## src/rtl/execute_stage.sv

```systemverilog
// Y86-64 execute stage: E pipeline register, ALU, condition codes, Cnd
// resolution and the M pipeline register, plus e_valE/e_dstE for forwarding.
module execute_stage #(
    parameter int DATA_WID = 64,
    parameter int ADDR_WID = 4
) (
    input  logic                CLK,
    input  logic                RST,
    input  logic [3:0]          d_icode,
    input  logic [3:0]          d_ifun,
    input  logic [DATA_WID-1:0] d_valC,
    input  logic [DATA_WID-1:0] d_valA,
    input  logic [DATA_WID-1:0] d_valB,
    input  logic [ADDR_WID-1:0] d_dstE,
    input  logic [ADDR_WID-1:0] d_dstM,
    input  logic                E_stall,
    input  logic                E_bubble,
    input  logic                M_bubble,
    input  logic                cc_inhibit,
    output logic [DATA_WID-1:0] e_valE,
    output logic [ADDR_WID-1:0] e_dstE,
    output logic [3:0]          M_icode,
    output logic                M_Cnd,
    output logic [DATA_WID-1:0] M_valE,
    output logic [DATA_WID-1:0] M_valA,
    output logic [ADDR_WID-1:0] M_dstE,
    output logic [ADDR_WID-1:0] M_dstM,
    output logic [2:0]          cc_out
);
    localparam logic [3:0] I_NOP   = 4'h1;
    localparam logic [3:0] I_RRMOV = 4'h2;
    localparam logic [3:0] I_IRMOV = 4'h3;
    localparam logic [3:0] I_RMMOV = 4'h4;
    localparam logic [3:0] I_MRMOV = 4'h5;
    localparam logic [3:0] I_OPQ   = 4'h6;
    localparam logic [3:0] I_CALL  = 4'h8;
    localparam logic [3:0] I_RET   = 4'h9;
    localparam logic [3:0] I_PUSH  = 4'hA;
    localparam logic [3:0] I_POP   = 4'hB;

    localparam logic [3:0] ALU_ADD = 4'h0;
    localparam logic [3:0] ALU_SUB = 4'h1;
    localparam logic [3:0] ALU_AND = 4'h2;
    localparam logic [3:0] ALU_XOR = 4'h3;

    localparam logic [DATA_WID-1:0] EIGHT     = DATA_WID'(8);
    localparam logic [DATA_WID-1:0] NEG_EIGHT = '0 - EIGHT;
    localparam logic [ADDR_WID-1:0] NONREG    = '1;

    logic [3:0]          ex_icode, ex_ifun;
    logic [DATA_WID-1:0] ex_valc, ex_vala, ex_valb;
    logic [ADDR_WID-1:0] ex_dste, ex_dstm;
    logic [2:0]          cc_q;

    logic [DATA_WID-1:0] alua, alub, result;
    logic [3:0]          aluop;
    logic                zf, sf, of, cnd;

    always_ff @(posedge CLK) begin
        if (RST || E_bubble) begin
            ex_icode <= I_NOP;
            ex_ifun  <= 4'h0;
            ex_valc  <= '0;
            ex_vala  <= '0;
            ex_valb  <= '0;
            ex_dste  <= NONREG;
            ex_dstm  <= NONREG;
        end else if (!E_stall) begin
            ex_icode <= d_icode;
            ex_ifun  <= d_ifun;
            ex_valc  <= d_valC;
            ex_vala  <= d_valA;
            ex_valb  <= d_valB;
            ex_dste  <= d_dstE;
            ex_dstm  <= d_dstM;
        end
    end

    always_comb begin
        alua = '0;
        alub = '0;
        case (ex_icode)
            I_RRMOV, I_OPQ:          alua = ex_vala;
            I_IRMOV, I_RMMOV, I_MRMOV: alua = ex_valc;
            I_CALL, I_PUSH:          alua = NEG_EIGHT;
            I_RET, I_POP:            alua = EIGHT;
            default:                 alua = '0;
        endcase
        case (ex_icode)
            I_RMMOV, I_MRMOV, I_OPQ, I_CALL, I_PUSH, I_RET, I_POP: alub = ex_valb;
            default:                                               alub = '0;
        endcase
    end

    // Address arithmetic and moves always add; only OPq selects the operation.
    always_comb begin
        aluop  = (ex_icode == I_OPQ) ? ex_ifun : ALU_ADD;
        result = alub + alua;
        of     = 1'b0;
        case (aluop)
            ALU_SUB: begin
                result = alub - alua;
                of     = (alub[DATA_WID-1] != alua[DATA_WID-1]) &&
                         (result[DATA_WID-1] != alub[DATA_WID-1]);
            end
            ALU_AND: result = alub & alua;
            ALU_XOR: result = alub ^ alua;
            default: begin
                result = alub + alua;
                of     = (alua[DATA_WID-1] == alub[DATA_WID-1]) &&
                         (result[DATA_WID-1] != alua[DATA_WID-1]);
            end
        endcase
        zf = (result == '0);
        sf = result[DATA_WID-1];
    end

    // Cnd reads the flags as they stood before this instruction's own update.
    always_comb begin
        cnd = 1'b0;
        case (ex_ifun)
            4'h0: cnd = 1'b1;
            4'h1: cnd = (cc_q[1] ^ cc_q[0]) | cc_q[2];
            4'h2: cnd = cc_q[1] ^ cc_q[0];
            4'h3: cnd = cc_q[2];
            4'h4: cnd = ~cc_q[2];
            4'h5: cnd = ~(cc_q[1] ^ cc_q[0]);
            4'h6: cnd = ~(cc_q[1] ^ cc_q[0]) & ~cc_q[2];
            default: cnd = 1'b0;
        endcase
    end

    assign e_valE = result;
    assign e_dstE = ((ex_icode == I_RRMOV) && !cnd) ? NONREG : ex_dste;
    assign cc_out = cc_q;

    always_ff @(posedge CLK) begin
        if (RST) begin
            cc_q <= 3'b100;
        end else if ((ex_icode == I_OPQ) && !cc_inhibit) begin
            cc_q <= {zf, sf, of};
        end
    end

    always_ff @(posedge CLK) begin
        if (RST || M_bubble) begin
            M_icode <= I_NOP;
            M_Cnd   <= 1'b0;
            M_valE  <= '0;
            M_valA  <= '0;
            M_dstE  <= NONREG;
            M_dstM  <= NONREG;
        end else begin
            M_icode <= ex_icode;
            M_Cnd   <= cnd;
            M_valE  <= result;
            M_valA  <= ex_vala;
            M_dstE  <= e_dstE;
            M_dstM  <= ex_dstm;
        end
    end
endmodule

```

## config.mk

```make
export PLATFORM = sky130hd
export DESIGN_NAME = execute_stage
export DESIGN_NICKNAME = d
export VERILOG_FILES = /design/src/rtl/execute_stage.sv
export SDC_FILE = /design/constraint.sdc
export NUM_CORES = 1
export LEC_CHECK = 0
export ABC_AREA = 1
export ABC_CLOCK_PERIOD_IN_PS = 3800
export BUFFER_PORTS_ARGS = -buffer_cell sky130_fd_sc_hd__buf_2
export CAP_MARGIN = 15
export CORE_MARGIN = 2
export CORE_UTILIZATION = 27
export CTS_BUF_LIST = sky130_fd_sc_hd__clkbuf_4
export CTS_CLUSTER_SIZE = 30
export DETAILED_ROUTE_END_ITERATION = 8
export PLACE_DENSITY_LB_ADDON = 0.3
export SLEW_MARGIN = 15
export SYNTH_ARGS = -nofsm -noshare
export SYNTH_HDL_FRONTEND = slang
export SYNTH_SLANG_ARGS = --single-unit
```

## constraint.sdc

```tcl
create_clock -name CLK -period 3.8 [get_ports CLK]
set_input_delay 0.19 -clock CLK [delete_from_list [all_inputs] [get_ports CLK]]
set_output_delay 0.19 -clock CLK [all_outputs]
set_load 0.05 [all_outputs]
```

==> results.toml, run 1 <==
[outcome]
status = "finished, violations left"
violations = "negative setup slack"

[timing]
worst_pin_slew_ns = 0.826
finalSetupViolations = 64
whs_ns = 0.0848
rsz0062_at_grt = "yes"
skew_ns = 0.0896
timing.final.ws_setup_ns = -0.906
hold_viol = 0
max-slew-margin-rel_pct = 45.0
fin_crit_sh_pct = 124
final_max_slew_viol_count = 0
max_freq_mhz = 212
fin_crit_ns = 4.71

[routing]
routedWlPerCell_um = 19.8
drt_drc_violations_left = 0
wirelength_um = 150000
via_per_inst = 4.80
antenna_left = 0
dr.pass1.iters = 6
dr.first_iter.drc_count = 2909
vias = 36400

[synthesis]
synth_area_um2 = 26000
async_reset_ff_share_pct = 0
yosys_warnings = 0
synth.distinct_cells = 49
synth_nets = 4788
synth-main-ff-cell = "dfxtp_1"
avgSynthCellArea_um2 = 5.85
syn_inst = 4444
synth-seq-cells = 352
yosysSeqAreaShare_pct = 27.1
synth_edf_count = 0

[placement]
portBuffers = 425
dp_hpwl_um = 113000
place_area_um2 = 36400
pre_cts_slack_ns = -0.852
place_congestion = 1.01

[clocking]
clkSinkCount = 352
cts_tree = "built"
insertion_delay_ns = 0.98
h-tree-depth = 3
cts_buffer_depth = 3
cts-root-buf = "clkbuf_4"
clkTransAtPathRegs_ns = 0.07
cts_buffers = 100

[global_route]
grt_pass1_wl_um = 217000
grt_pass1_vias = 35700
grt.total_usage_pct = 29.3
grt_max_degree = 150
antenna_found_initial = 7
grt_overflow = 0

[pwr]
power.density_nw_per_um2 = 248
power_mw = 11.8
p_seq_share_pct = 32.8
peakVddDrop_mv = 0.273
p_leak_nw = 24.3
p_int_mw = 7.41
net-switching-power_mw = 4.39
power_frac_comb_pct = 37.1
swShare_pct = 37.2
clkPwrFrac_pct = 30.1

[die]
fp.coreArea_um2 = 95300
rows = 113
die_width_um = 314
die_h_um = 314
initial_core_util_pct = 27.3
die_area_um2 = 98800
pin_count = 426

[flow_run]
maxCapViolations = 0

[setup_path]
crit_path_start = "ex_icode[2]"
reg2regPathDepth = 25
slowest_stage = "dfxtp_2"
reg2reg_slack_ns = -0.21
crit_fanout = 17
crit_arrival_ns = 4.52
required_ns = 3.61
timing.rr.end = "cc_out[0]"
crit_type = "flip-flop to output port"
worstSetupEndpointType = "output port"
cp-start-kind = "flip-flop"
cp_cell_sequence = "inv_2 -> nand2_1 -> nand2_2 -> inv_2 -> buf_12 -> buf_8 -> a221oi_4 -> buf_4 -> inv_1 -> ha_4 -> nor2_2 -> nand2_1 -> nor3_4 -> buf_4 -> nand3_1 -> nand3_4 -> buf_4 -> nand2_1 -> nand3_1 -> nand2_1 -> nand3_2 -> nand3_2 -> buf_4 -> buf_12"
critPathCapture = "e_valE[54]"
crit_path_max_incr_delay_ns = 0.34
r2r_start = "ex_icode[2]"

[finish]
fin_area_um2 = 47600
final_cell_mix = "nand2_1, buf_4, inv_1, dlygate4sd3_1, buf_2"
layout_commonest_cell = "nand2_1"
layout.nets = 6589
drive_gt1_share_pct = 38.3
areaGrowthSynthToFinish_pct = 83.2

[worst_hold_path]
hold_class = "input port to flip-flop"
power groups by stage:
stage                     Clock, mW  Combinational, mW  Sequential (mW)
after CTS                      3.62               4.05             3.86
after global placement            0               3.20             3.93
final                          3.54               4.38             3.87
after floorplan                   0               1.45             3.99
after global routing           3.82               4.62             3.88
after detailed placement          0               3.20             3.93
critical path: cells and delay by family, from the launching register on:
| kind | cells | cell delay (ns) |
|---|---|---|
| AOI/OAI and AO/OA | 1 | 0.24 |
| adders and majority gates | 1 | 0.29 |
| buffers and inverters | 10 | 1.25 |
| DFF | 1 | 0.34 |
| and+or+nand+nor | 12 | 1.41 |
synthesized netlist by cell type, types with 2 or more instances:
master,instances,share of area [%]
o21ai_1,5,0.096
and3_1,2,0.048
buf_1,5,0.072
o21bai_1,24,0.69
nor3_2,5,0.19
nor2_1,435,6.3
nor4_1,5,0.12
buf_4,20,0.58
nor3_1,28,0.54
dfxtp_1,352,27
a221oi_2,2,0.12
fa_1,2,0.15
buf_2,28,0.54
nand2_4,2,0.087
nand3_1,260,5.0
a31oi_1,15,0.36
inv_1,858,12
nand4_1,34,0.82
buf_6,15,0.65
nor2_2,37,0.89
ha_1,128,6.2
a21o_1,2,0.058
o22ai_1,38,0.91
xnor2_1,2,0.067
nand3b_1,9,0.26
a21oi_2,3,0.10
o21ai_0,193,3.7
nand3_2,16,0.62
o211ai_1,12,0.35
a221oi_1,61,2.1
nand2_1,1319,19
and2_1,9,0.22
a21oi_1,344,6.6
clkbuf_1,108,1.6
nor2_4,2,0.087
inv_2,27,0.39
xor2_1,8,0.27
a211oi_1,2,0.058
nand2_2,17,0.41
kinds of logic (layout without fill, tap and decap cells):
family	Yosys count	count (layout)	synth area share, %
adders and majority gates	130	130	6.31
other	0	6	0
AOI/OAI and AO/OA	706	706	15.3
DFF	352	352	27.1
and+or+nand+nor	2182	2182	34.7
buffers and inverters	1064	2932	16.3
xor gates and xnor gates	10	10	0.337
flip-flops by register name, summed over array words and instances (netlist names):
register	count
ex_ifun	4
ex_icode	4
M_dstM	4
ex_valc	64
M_valA	64
ex_valb	64
ex_dstm	4
ex_vala	64
M_Cnd	1
M_dstE	4
ex_dste	4
M_icode	4
cc_out	3
M_valE	64
per-layer routing:
| layer | up-vias | GRT usage [%] | wire length, µm |
|---|---|---|---|
| met1 | 17000 | 39.0 | 64800 |
| met4 | 2 | 13.5 | 7350 |
| li1 | 17500 | - | - |
| met3 | 379 | 4.99 | 12000 |
| met5 | - | 0 | 11 |
| met2 | 1595 | 46.1 | 66000 |
how the worst min path moves through the flow:
stage / end / startpoint / slack [ns] / cells past startpoint
after floorplan: cc_out[2] / RST / 0.29 / 2
final: ex_valc[30] / d_valC[30] / 0.08 / 4
after global placement: ex_dstm[1] / d_dstM[1] / 0.41 / 3
after global routing: ex_valc[60] / d_valC[60] / 0.05 / 4
after detailed placement: ex_dste[1] / d_dstE[1] / 0.41 / 3
after CTS: ex_valb[44] / E_bubble / 0.001 / 5
area by class of cell:
type,count,area [µm²]
multi-input cells,3028,18800
fillers,9424,47700
clock inverters,35,188
diodes,6,15.0
clock buffers,134,1010
inverters,887,3350
well taps,1265,1580
flip-flops and latches,352,7050
repair buffers,1876,15600
per-stage QoR:
stage / std cells / utilization (%) / setup TNS, ns
after floorplan: 4444 / - / 0
after global placement: 6840 / 38.2 / -17.72
after detailed placement: 6840 / 38.2 / -20.61
after CTS: 7546 / 48.4 / -46.48
after global routing: 7583 / 50.0 / -55.87
final: 7583 / 50.0 / -43.53
what timing repair did:
| item | 4_1_cts | 5_1_grt |
|---|---|---|
| pin swaps | 188 | 71 |
| hold buffers | 478 | 0 |
| endpoints found under the hold margin | 295 | 0 |
| setup endpoints to repair | 94 | 76 |
| resized for setup | 823 | 302 |
| gates cloned | 3 | 0 |
| setup buffers | 62 | 32 |
(Power assumes the default switching activity.)
==> run 2, diff against run 1 <==
- CELL_PAD_IN_SITES_DETAIL_PLACEMENT: default -> 0
- CELL_PAD_IN_SITES_GLOBAL_PLACEMENT: default -> 2
==> results.toml, run 2 (synthesized netlist as in run 1, its figures left out) <==
[die]
pin_count = 426
rows = 113
fp.coreArea_um2 = 95300
die_width_um = 314
initial_core_util_pct = 27.3
die_area_um2 = 98800
die_h_um = 314

[timing]
final_max_slew_viol_count = 0
max-slew-margin-rel_pct = 41.8
fin_crit_sh_pct = 126
finalSetupViolations = 64
timing.final.ws_setup_ns = -1.00
worst_pin_slew_ns = 0.873
hold_viol = 0
rsz0062_at_grt = "yes"
max_freq_mhz = 208
finalSetupTns_ns = -48.74
skew_ns = 0.137
fin_crit_ns = 4.80

[setup_path]
crit_type = "flip-flop to output port"
crit_arrival_ns = 4.61
reg2regPathDepth = 30
reg2reg_slack_ns = -0.30
required_ns = 3.61
worstSetupEndpointType = "output port"
cp-start-kind = "flip-flop"
crit_fanout = 7

[finish]
fin_cells = 7633
layout.nets = 6626
final_cell_mix = "nand2_1, buf_4, inv_1, dlygate4sd3_1, buf_2"
drive_gt1_share_pct = 39.3
areaGrowthSynthToFinish_pct = 84.2
fin_area_um2 = 47900
layout_commonest_cell = "nand2_1"

[routing]
antenna_left = 0
via_per_inst = 4.68
drt_drc_violations_left = 0
vias = 35700
dr.pass1.iters = 6
routedWlPerCell_um = 20.7
wirelength_um = 158000
dr.first_iter.drc_count = 2684

[global_route]
grt_overflow = 0
grt_pass1_vias = 35400
antenna_found_initial = 7
grt_max_degree = 190
grt.total_usage_pct = 31.1
grt_pass1_wl_um = 227000

[placement]
portBuffers = 425
dp_hpwl_um = 125000
place_area_um2 = 36700
placedCellCount = 6906
place_congestion = 1.02
pre_cts_slack_ns = -0.771

[pwr]
power.density_nw_per_um2 = 244
peakVddDrop_mv = 0.283
power_mw = 11.7
p_leak_nw = 24.7

[clocking]
cts_tree = "built"
clkTransAtPathRegs_ns = 0.06
cts_buffers = 100
cts-root-buf = "clkbuf_4"
insertion_delay_ns = 1.02
h-tree-depth = 3
cts_buffer_depth = 3
clkSinkCount = 352

[outcome]
violations = "negative setup slack"
status = "finished, violations left"

[flow_run]
maxCapViolations = 0

[worst_hold_path]
hold_class = "input port to flip-flop"
holdPathStages = 3
==> run 2: changes by cell type in the layout (fill, tap and decap cells not counted), sizes merged <==
cell / before / now
dlygate4sd3: 478 / 445
buf: 1397 / 1463
diode: 6 / 9
clkbuf: 135 / 145
clkinvlp: 2 / 1
clkinv: 31 / 34
bufbuf: 0 / 2
==> run 2: critical path: stages (launching register included) <==
cell and delay (ns):
dfxtp_4 0.37, nand2_4 0.07, nand2_2 0.06, nand2_4 0.09, inv_8 0.06, buf_12 0.15
clkbuf_16 0.18, a221oi_4 0.31, buf_4 0.19, inv_1 0.06, ha_4 0.32, buf_6 0.14
inv_1 0.11, a21o_1 0.21, a21oi_2 0.14, nand2_1 0.10, buf_4 0.15, a21oi_2 0.11
buf_4 0.15, nand4_1 0.10, nand3_1 0.09, nand3_1 0.09, buf_4 0.17, buf_12 0.15
==> run 2: path summary, 6_finish.rpt <==
path                from     endpoint
max          ex_icode[0]   e_valE[54]
min              E_stall  ex_vala[27]
max reg2reg  ex_icode[0]    cc_out[2]
min reg2reg   ex_dstm[3]    M_dstM[3]
==> run 2: through the flow <==
stage               utilization, %  hold WS [ns]
finish                        50.3        0.0515
global route                  50.3        0.0120
CTS                           48.5      0.000405
detailed placement            38.5         0.411
global placement              38.5         0.406
floorplan                        -         0.295
==> run 2: timing repair <==
| item | 4_1_cts | 5_1_grt |
|---|---|---|
| hold buffers | 445 | 0 |
| pin swaps | 83 | 95 |
| resized for setup | 745 | 386 |
| gates cloned | 7 | 2 |
| setup buffers | 57 | 32 |
| hold endpoints to repair | 293 | 0 |
| setup endpoints to repair | 102 | 98 |
==> run 2: where the power goes <==
part / leakage (nW) / total, mW / internal (mW) / switching (mW)
Sequential: 2.87 / 3.87 / 3.80 / 0.0728
Combinational: 21.1 / 4.16 / 1.81 / 2.35
Clock: 0.747 / 3.64 / 1.80 / 1.84
Total: 24.7 / 11.7 / 7.41 / 4.26
==> run 2: per-layer routing <==
| metal | routed length [µm] | track usage, % | share of wire [%] |
|---|---|---|---|
| met4 | 3690 | 7.24 | 2.3 |
| met5 | 20 | 0 | 0.013 |
| met1 | 75000 | 44.5 | 48 |
| met2 | 68500 | 48.7 | 43 |
| met3 | 10500 | 4.90 | 6.6 |
==> run 2: layout make-up <==
| cell class | count | area (µm²) |
|---|---|---|
| antenna | 9 | 22.5 |
| clock buffer | 142 | 1070 |
| clock inverter | 37 | 204 |
| fill | 9818 | 47400 |
| inverter | 887 | 3350 |
| multi-input combinational | 3028 | 18700 |
| sequential | 352 | 7060 |
| tap | 1265 | 1580 |
| timing repair buffer | 1913 | 16000 |
